<file path="src/rtl/dshot_output.sv">
// DShot150 transmitter: appends the 4-bit DShot CRC to {value, telemetry}
// and serialises the 16-bit frame MSB-first as pulse-width-coded bits.
// Ports: clk/reset (sync, active-high); value/telemetry/send in, ready out;
//        dshot_out serial line (idles low); done pulses once after each gap;
//        frame holds the last accepted frame for debug.
module dshot_output #(
    parameter int CLK_HZ     = 16000000,
    parameter int BAUD       = 150000,
    parameter int T1H_CYCLES = 80,
    parameter int T0H_CYCLES = 40,
    parameter int GAP_BITS   = 2
) (
    input  logic        clk,
    input  logic        reset,
    input  logic [10:0] value,
    input  logic        telemetry,
    input  logic        send,
    output logic        ready,
    output logic        dshot_out,
    output logic        done,
    output logic [15:0] frame
);

    localparam int BIT_CYCLES = CLK_HZ / BAUD;
    localparam int GAP_CYCLES = GAP_BITS * BIT_CYCLES;
    localparam int CNT_MAX    = (BIT_CYCLES > GAP_CYCLES) ? BIT_CYCLES : GAP_CYCLES;
    localparam int CW         = $clog2(CNT_MAX + 1);

    localparam logic [CW-1:0] BIT_LAST = CW'(BIT_CYCLES - 1);
    localparam logic [CW-1:0] GAP_LAST = CW'(GAP_CYCLES - 1);
    localparam logic [CW-1:0] T1H      = CW'(T1H_CYCLES);
    localparam logic [CW-1:0] T0H      = CW'(T0H_CYCLES);

    // The decoder samples the line a quarter bit in; a '0' must still be
    // high there, so T0H has to exceed BIT_CYCLES/4.
    if (!(T0H_CYCLES < T1H_CYCLES && T1H_CYCLES < BIT_CYCLES &&
          T0H_CYCLES > BIT_CYCLES / 4)) begin : g_bad_timing
        $error("dshot_output: illegal bit timing parameters");
    end

    typedef enum logic [1:0] {IDLE, BIT, GAP} state_t;

    state_t          state, state_n;
    logic [CW-1:0]   cnt, cnt_n;
    logic [3:0]      idx, idx_n;
    logic [15:0]     frame_n;
    logic            out_n;
    logic            done_n;
    logic [11:0]     payload;
    logic [3:0]      crc;

    // crc = (p ^ p>>4 ^ p>>8)[3:0], i.e. the XOR of the three nibbles.
    assign payload = {value, telemetry};
    assign crc     = payload[3:0] ^ payload[7:4] ^ payload[11:8];

    assign ready = (state == IDLE);

    always_ff @(posedge clk) begin
        if (reset) begin
            state     <= IDLE;
            cnt       <= '0;
            idx       <= '0;
            frame     <= '0;
            dshot_out <= 1'b0;
            done      <= 1'b0;
        end else begin
            state     <= state_n;
            cnt       <= cnt_n;
            idx       <= idx_n;
            frame     <= frame_n;
            dshot_out <= out_n;
            done      <= done_n;
        end
    end

    always_comb begin
        state_n = state;
        cnt_n   = cnt;
        idx_n   = idx;
        frame_n = frame;
        done_n  = 1'b0;
        out_n   = 1'b0;
        case (state)
            IDLE: begin
                if (send) begin
                    state_n = BIT;
                    cnt_n   = '0;
                    idx_n   = 4'd15;
                    frame_n = {payload, crc};
                end
            end
            BIT: begin
                if (cnt == BIT_LAST) begin
                    cnt_n = '0;
                    if (idx == 4'd0) state_n = GAP;
                    else             idx_n   = idx - 4'd1;
                end else begin
                    cnt_n = cnt + CW'(1);
                end
            end
            GAP: begin
                if (cnt == GAP_LAST) begin
                    state_n = IDLE;
                    cnt_n   = '0;
                    done_n  = 1'b1;
                end else begin
                    cnt_n = cnt + CW'(1);
                end
            end
            default: state_n = IDLE;
        endcase
        // The output is computed from the next-cycle state so that the
        // registered pin lines up exactly with the registered counter.
        if (state_n == BIT)
            out_n = (cnt_n < (frame_n[idx_n] ? T1H : T0H));
    end

endmodule

</file>
<file path="config.mk">
export PLATFORM = sky130hd
export DESIGN_NAME = dshot_output
export DESIGN_NICKNAME = d
export VERILOG_FILES = /design/src/rtl/dshot_output.sv
export SDC_FILE = /design/constraint.sdc
export NUM_CORES = 1
export LEC_CHECK = 0
export BUFFER_PORTS_ARGS = -buffer_cell sky130_fd_sc_hd__buf_4
export CAP_MARGIN = 20
export CORE_MARGIN = 2
export CORE_UTILIZATION = 45
export CTS_CLUSTER_DIAMETER = 100
export DETAILED_ROUTE_END_ITERATION = 12
export GPL_TIMING_DRIVEN = 0
export MAX_ROUTING_LAYER = met4
export PLACE_DENSITY = 0.67
export SLEW_MARGIN = 5
export SYNTH_ARGS = -nofsm -noshare
export SYNTH_HDL_FRONTEND = slang
export SYNTH_SLANG_ARGS = --single-unit
export TNS_END_PERCENT = 50
</file>
<file path="constraint.sdc">
create_clock -name clk -period 4.9 [get_ports clk]
set_input_delay 1.47 -clock clk [delete_from_list [all_inputs] [get_ports clk]]
set_output_delay 1.47 -clock clk [all_outputs]
set_load 0.01 [all_outputs]
</file>
==> results.toml, run 1 <==
[status]
outcome = "finished, final reports clean"

[clock_network]
cts_sinks = 32
clk_pin_slew_worst_paths_ns = 0.06
cts_tree = "yes"
cts-htree-levels = 2
clockBufferDepth = 2
cts-root-buf = "clkbuf_8"
cts_hold_buf = 0
clk_latency_ns = 0.29
post_cts_resized = 0
post_cts_buffers = 0
cts_made_buffers = 5

[floorplan]
num_rows = 23
start_util = 0.460
fp.dieArea_um2 = 4550
die_h_um = 67.5
die_w_um = 67.5
io_pins = 34
core_area_um2 = 3940

[setup_path]
endpoint = "dshot_out$_SDFF_PP0_"
critPathMaxFanout = 6
critical_path_arrival_ns = 4.02
rrSetupSlack_ns = 1.56
cp-end-kind = "register"
cp-startpoint = "send"
cp.required_ns = 5.12
critPathLaunchType = "input pin"
crit_top_cell = "nor2_1"
worstSetupPathType = "input pin to register"
cp_cell_sequence = "buf_4 -> nor3b_1 -> a211oi_1 -> nor2_1 -> o31ai_1 -> o211ai_1 -> nand3_1 -> ha_1 -> o21ai_0 -> nand2b_1 -> and4b_1 -> nor2_1"
r2r_start = "idx[0]$_SDFF_PP0_"
cp_slowest_stage_delay_ns = 0.60
reg2reg_depth = 15
crit_slowest_cell = "nor3b_1"
reg2reg_to = "dshot_out$_SDFF_PP0_"

[grt]
grt_usage = 0.224
grt_pass1_vias = 1601
busiest_layer = "met2"
grt_max_degree = 11
grtUsageMet1 = 0.295
met2_usage = 0.335
grt_overflow_total = 0
grt_pass1_wl_um = 7360
met3_usage = 0.0383
antenna_found_initial = 0

[timing]
setup_viol = 0
max_freq_mhz = 263
tns_ns = 0
finalWorstSetupSlack_ns = 1.10
fin_crit_ns = 3.80
timing.final.crit_share = 0.776
timing_worst_slew_pin_value_ns = 0.798
drv_slew = 0
slew_headroom = 0.454
rsz0062_at_grt = "no"
finalHoldViolations = 0
skew_ns = 0.00793

[routing]
wire_per_inst_um = 14.1
ant_nets = 0
drc_errors = 0
vias = 1746
initialDrtViolationCount = 141
drtPass1Iterations = 4
routed_wl_um = 4490
via_per_inst = 5.49

[placement]
dp_hpwl_um = 3380
globalplace.congestion = 0.839
place_ws_ns = 0.847
port_buffers = 33

[layout]
fill_cells = 378
regArea_um2 = 641
diodes = 0
syn2layout_area_growth_pct = 22.1
drive_gt1_frac = 0.201
nets = 287
utilization = 0.561
multi_input_area_um2 = 1080

[yosys]
ys_warn_count = 0
yosysUniqueCellTypes = 48
avgSynthCellArea_um2 = 7.99
synthFlopType = "dfxtp_1"
synthesis.nets = 247
synth-seq-cells = 32
synth_area_um2 = 1810
synthCells = 227
synth.area.top_cells = "dfxtp_1, nand2_1, a21oi_1"
synth_area_leader_cell = "dfxtp_1"
synthArstFlopShare = 0
seq_area_frac_synth = 0.353
synth_top_area_frac = 0.353
synth_edf_count = 0

[job]
drv_cap = 0

[pwr]
ir_drop_mv = 0.180
powerDensity_nw_per_um2 = 280
p_leak_uw = 0.000891

[min_path]
min_path_type = "register to register"
==> how the worst min path moves through the flow <==
| stage | end | startpoint | cells after the start |
|---|---|---|---|
| finish | frame[1]$_SDFF_PP0_ | frame[1]$_SDFF_PP0_ | 2 |
| global route | frame[1]$_SDFF_PP0_ | frame[1]$_SDFF_PP0_ | 2 |
| CTS | frame[1]$_SDFF_PP0_ | frame[1]$_SDFF_PP0_ | 2 |
| detailed placement | frame[0]$_SDFF_PP0_ | frame[0]$_SDFF_PP0_ | 2 |
| global placement | frame[1]$_SDFF_PP0_ | frame[1]$_SDFF_PP0_ | 2 |
| floorplan | frame[0]$_SDFF_PP0_ | frame[0]$_SDFF_PP0_ | 2 |
==> state kept, by name, summed over array words and instances (netlist names) <==
| name | flops |
|---|---|
| idx | 4 |
| cnt | 8 |
| done | 1 |
| dshot_out | 1 |
| state | 2 |
| frame | 16 |
==> area by class of cell <==
cell class                 instances  area share
multi-input combinational        177       0.487
sequential                        32       0.289
timing repair buffer              33       0.112
clock buffer                       8      0.0407
buffer                            12      0.0328
tap                               50      0.0283
inverter                           6      0.0102
==> where the power goes <==
part / internal [uW] / switching [uW]
clock network: 115 / 96.4
logic: 55.8 / 67.0
registers: 274 / 11.5
==> worst max-delay path: cells and delay by family <==
kind / cells / cell delay, ns
AOI/OAI and AO/OA: 4 / 0.75
adders and majority gates: 1 / 0.29
buffers and inverters: 1 / 0.11
and+or+nand+nor: 6 / 1.41
==> per-layer routing <==
layer / wire length, um / up-vias / part of all wire
met5: 0 / - / 0
met4: 43 / 0 / 0.0096
met3: 232 / 5 / 0.052
met2: 2010 / 49 / 0.45
met1: 2210 / 815 / 0.49
li1: - / 877 / -
==> placed cells by master, fill, tap and decap left out, types with 6 or more instances in the layout <==
cell type and n:
a21oi_1 25, o21ai_0 10, nand2_1 39, clkbuf_1 8, nor2_1 20, clkbuf_8 6, buf_4 36, nand3_1 8
dfxtp_1 32, xor2_1 6, xnor2_1 7, inv_1 6
==> through the flow <==
stage	hold WS (ns)	area, um2	total power (uW)	std cells
6_report	0.466	2210	619	318
5_1_grt	0.489	2210	648	318
4_1_cts	0.472	2210	622	318
3_5_place_dp	0.465	2120	413	310
3_3_place_gp	0.455	2120	411	310
2_1_floorplan	0.485	1810	365	227
==> cell usage after synthesis, types with 2 or more instances <==
master	number
a211oi_1	5
a21oi_1	25
and3_1	2
and4b_1	2
buf_4	3
buf_6	2
clkbuf_1	6
dfxtp_1	32
ha_1	5
inv_1	6
mux2_2	2
mux2i_1	5
nand2_1	39
nand2b_1	2
nand3_1	8
nand3b_1	2
nand4_1	2
nand4b_1	2
nor2_1	20
nor2b_1	3
nor3_1	3
nor3b_1	4
o2111ai_1	2
o21ai_0	10
xnor2_1	7
xor2_1	6
==> logic make-up (layout without fill, tap and decap cells) <==
logic type	Yosys count	after routing	synth area share
compound gates	52	52	0.175
xor+xnor	13	13	0.0628
fa+ha+maj	5	5	0.0345
buf+inv	18	59	0.0524
flops	32	32	0.353
mux	7	7	0.0400
simple gates	100	100	0.282
No activity file was read; power rests on OpenSTA's default activity.
==> run 2, diff against run 1 <==
--- a/config.mk
+++ b/config.mk
@@ -13,7 +13,7 @@
 export DETAILED_ROUTE_END_ITERATION = 12
 export GPL_TIMING_DRIVEN = 0
 export MAX_ROUTING_LAYER = met4
-export PLACE_DENSITY = 0.67
+export PLACE_DENSITY = 0.69
 export SLEW_MARGIN = 5
 export SYNTH_ARGS = -nofsm -noshare
 export SYNTH_HDL_FRONTEND = slang
==> constraint.sdc (replaced) <==
create_clock -name clk -period 3.4 [get_ports clk]
set_input_delay 1.02 -clock clk [delete_from_list [all_inputs] [get_ports clk]]
set_output_delay 1.02 -clock clk [all_outputs]
set_load 0.01 [all_outputs]
==> run 2 against run 1 <==
Via count grew 1.2%; sequential share of layout area decreased by 0.44 points; critical path depth increased by 2; utilization is 0.86 points higher; non-clock buffer count rose by 4; count of clock-buffer cells in the layout fell by 2; clock power grew 33%; critical path type is now register to register; power is 41% higher; critical endpoint unchanged; cell count rose by 0.94%; largest power group unchanged.
==> results.toml, run 2 (synthesis results as in run 1) <==
[status]
outcome = "finished, final reports clean"

[timing]
rsz0062_at_grt = "no"
tns_ns = 0
slew_headroom = 0.401
finalHoldViolations = 0
fin_crit_ns = 3.22
timing.final.crit_share = 0.948
timing_worst_slew_pin_value_ns = 0.875
skew_ns = 0.00393
drv_slew = 0
finalWorstSetupSlack_ns = 0.175
max_freq_mhz = 310
setup_viol = 0

[grt]
grt_overflow_total = 0
grt_max_degree = 11
antenna_found_initial = 0
grt_pass1_wl_um = 7510
grt_pass1_vias = 1612
grt_usage = 0.228

[setup_path]
critPathMaxFanout = 5
worstSetupPathType = "register to register"
critPathLaunchType = "register"
cp.required_ns = 3.61
cp-end-kind = "register"
critical_path_arrival_ns = 3.44

[clock_network]
cts-htree-levels = 2
cts_tree = "yes"
clockBufferDepth = 2
cts_sinks = 32
cts_made_buffers = 5
cts-root-buf = "clkbuf_8"
clk_pin_slew_worst_paths_ns = 0.07
clk_latency_ns = 0.28

[layout]
largest_register_ffs = 16
syn2layout_area_growth_pct = 23.9
top_regs = "frame (16), cnt (8), idx (4)"
nets = 291
utilization = 0.570
drive_gt1_frac = 0.221
layout_common_cells = "buf_4, nand2_1, dfxtp_1"
fill_cells = 375
diodes = 0
top_register = "frame"

[pwr]
p_leak_uw = 0.000914
ir_drop_mv = 0.268
swShare = 0.292
powerDensity_nw_per_um2 = 389
p_clk_frac = 0.320
p_switching_uw = 255
sequentialPowerShare = 0.471
pwr-share-comb = 0.209
intPower_uw = 619
power_uw = 873

[floorplan]
core_area_um2 = 3940
start_util = 0.460
num_rows = 23
fp.dieArea_um2 = 4550
die_h_um = 67.5
io_pins = 34
die_w_um = 67.5

[routing]
initialDrtViolationCount = 104
wire_per_inst_um = 14.2
routed_wl_um = 4540
via_per_inst = 5.50
drtPass1Iterations = 4
vias = 1767
drc_errors = 0
ant_nets = 0

[placement]
port_buffers = 33
dp_hpwl_um = 3260
globalplace.congestion = 0.888
place_ws_ns = -0.180

[min_path]
min_path_type = "register to register"

[job]
drv_cap = 0
run 2: routing by layer:
metal	vias up	wire length (um)	global-route usage
met5	-	0	-
met4	0	59	0.0689
met3	4	239	0.0450
met2	52	2030	0.325
met1	829	2210	0.323
li1	882	-	-
run 2: area by class of cell:
class                   instances  area [um2]  area share
inverters                       6        22.5      0.0100
clock buffers                   6        72.6      0.0323
repair buffers                 37         282       0.125
multi-input cells             177        1090       0.485
plain buffers                  12        72.6      0.0323
well taps                      50        62.6      0.0278
clock inverters                 1        5.00     0.00223
flip-flops and latches         32         641       0.285
run 2: power groups by stage:
stage	logic [uW]	clock network (uW)	registers, uW
final	182	280	411
after global routing	202	304	414
after CTS	175	287	411
after detailed placement	174	0	419
after global placement	173	0	419
after floorplan	105	0	422
run 2: what timing repair did:
item | 4_1_cts | 5_1_grt
resized for setup | 0 | 3
setup endpoints to repair | 0 | 1
endpoints found under the hold margin | 0 | 0
setup buffers | 0 | 3
hold buffers | 0 | 0
run 2: critical path, cell delays in order (launching register included):
cell and delay, ns:
dfxtp_1 0.32, inv_1 0.11, ha_1 0.23, or3b_1 0.39, nand4_1 0.17, xnor2_2 0.16, mux2_2 0.37, o31a_2 0.28
o211ai_1 0.12, nand3_1 0.14, ha_1 0.29, o21ai_1 0.16, nand2b_1 0.12, and4b_1 0.19, nor2_1 0.11
run 2: worst paths after layout:
kind	startpoint	to	slack, ns	cells past startpoint
max reg2reg	idx[0]$_SDFF_PP0_	dshot_out$_SDFF_PP0_	0.18	14
max	idx[0]$_SDFF_PP0_	dshot_out$_SDFF_PP0_	0.18	14
min	frame[1]$_SDFF_PP0_	frame[1]$_SDFF_PP0_	0.47	2
min reg2reg	frame[1]$_SDFF_PP0_	frame[1]$_SDFF_PP0_	0.47	2
run 2: through the flow:
stage / cell area [um2] / hold slack [ns] / instances
after global placement: 2120 / 0.457 / 310
after floorplan: 1810 / 0.485 / 227
after CTS: 2200 / 0.478 / 317
after detailed placement: 2120 / 0.467 / 310
final: 2250 / 0.473 / 321
after global routing: 2250 / 0.496 / 321
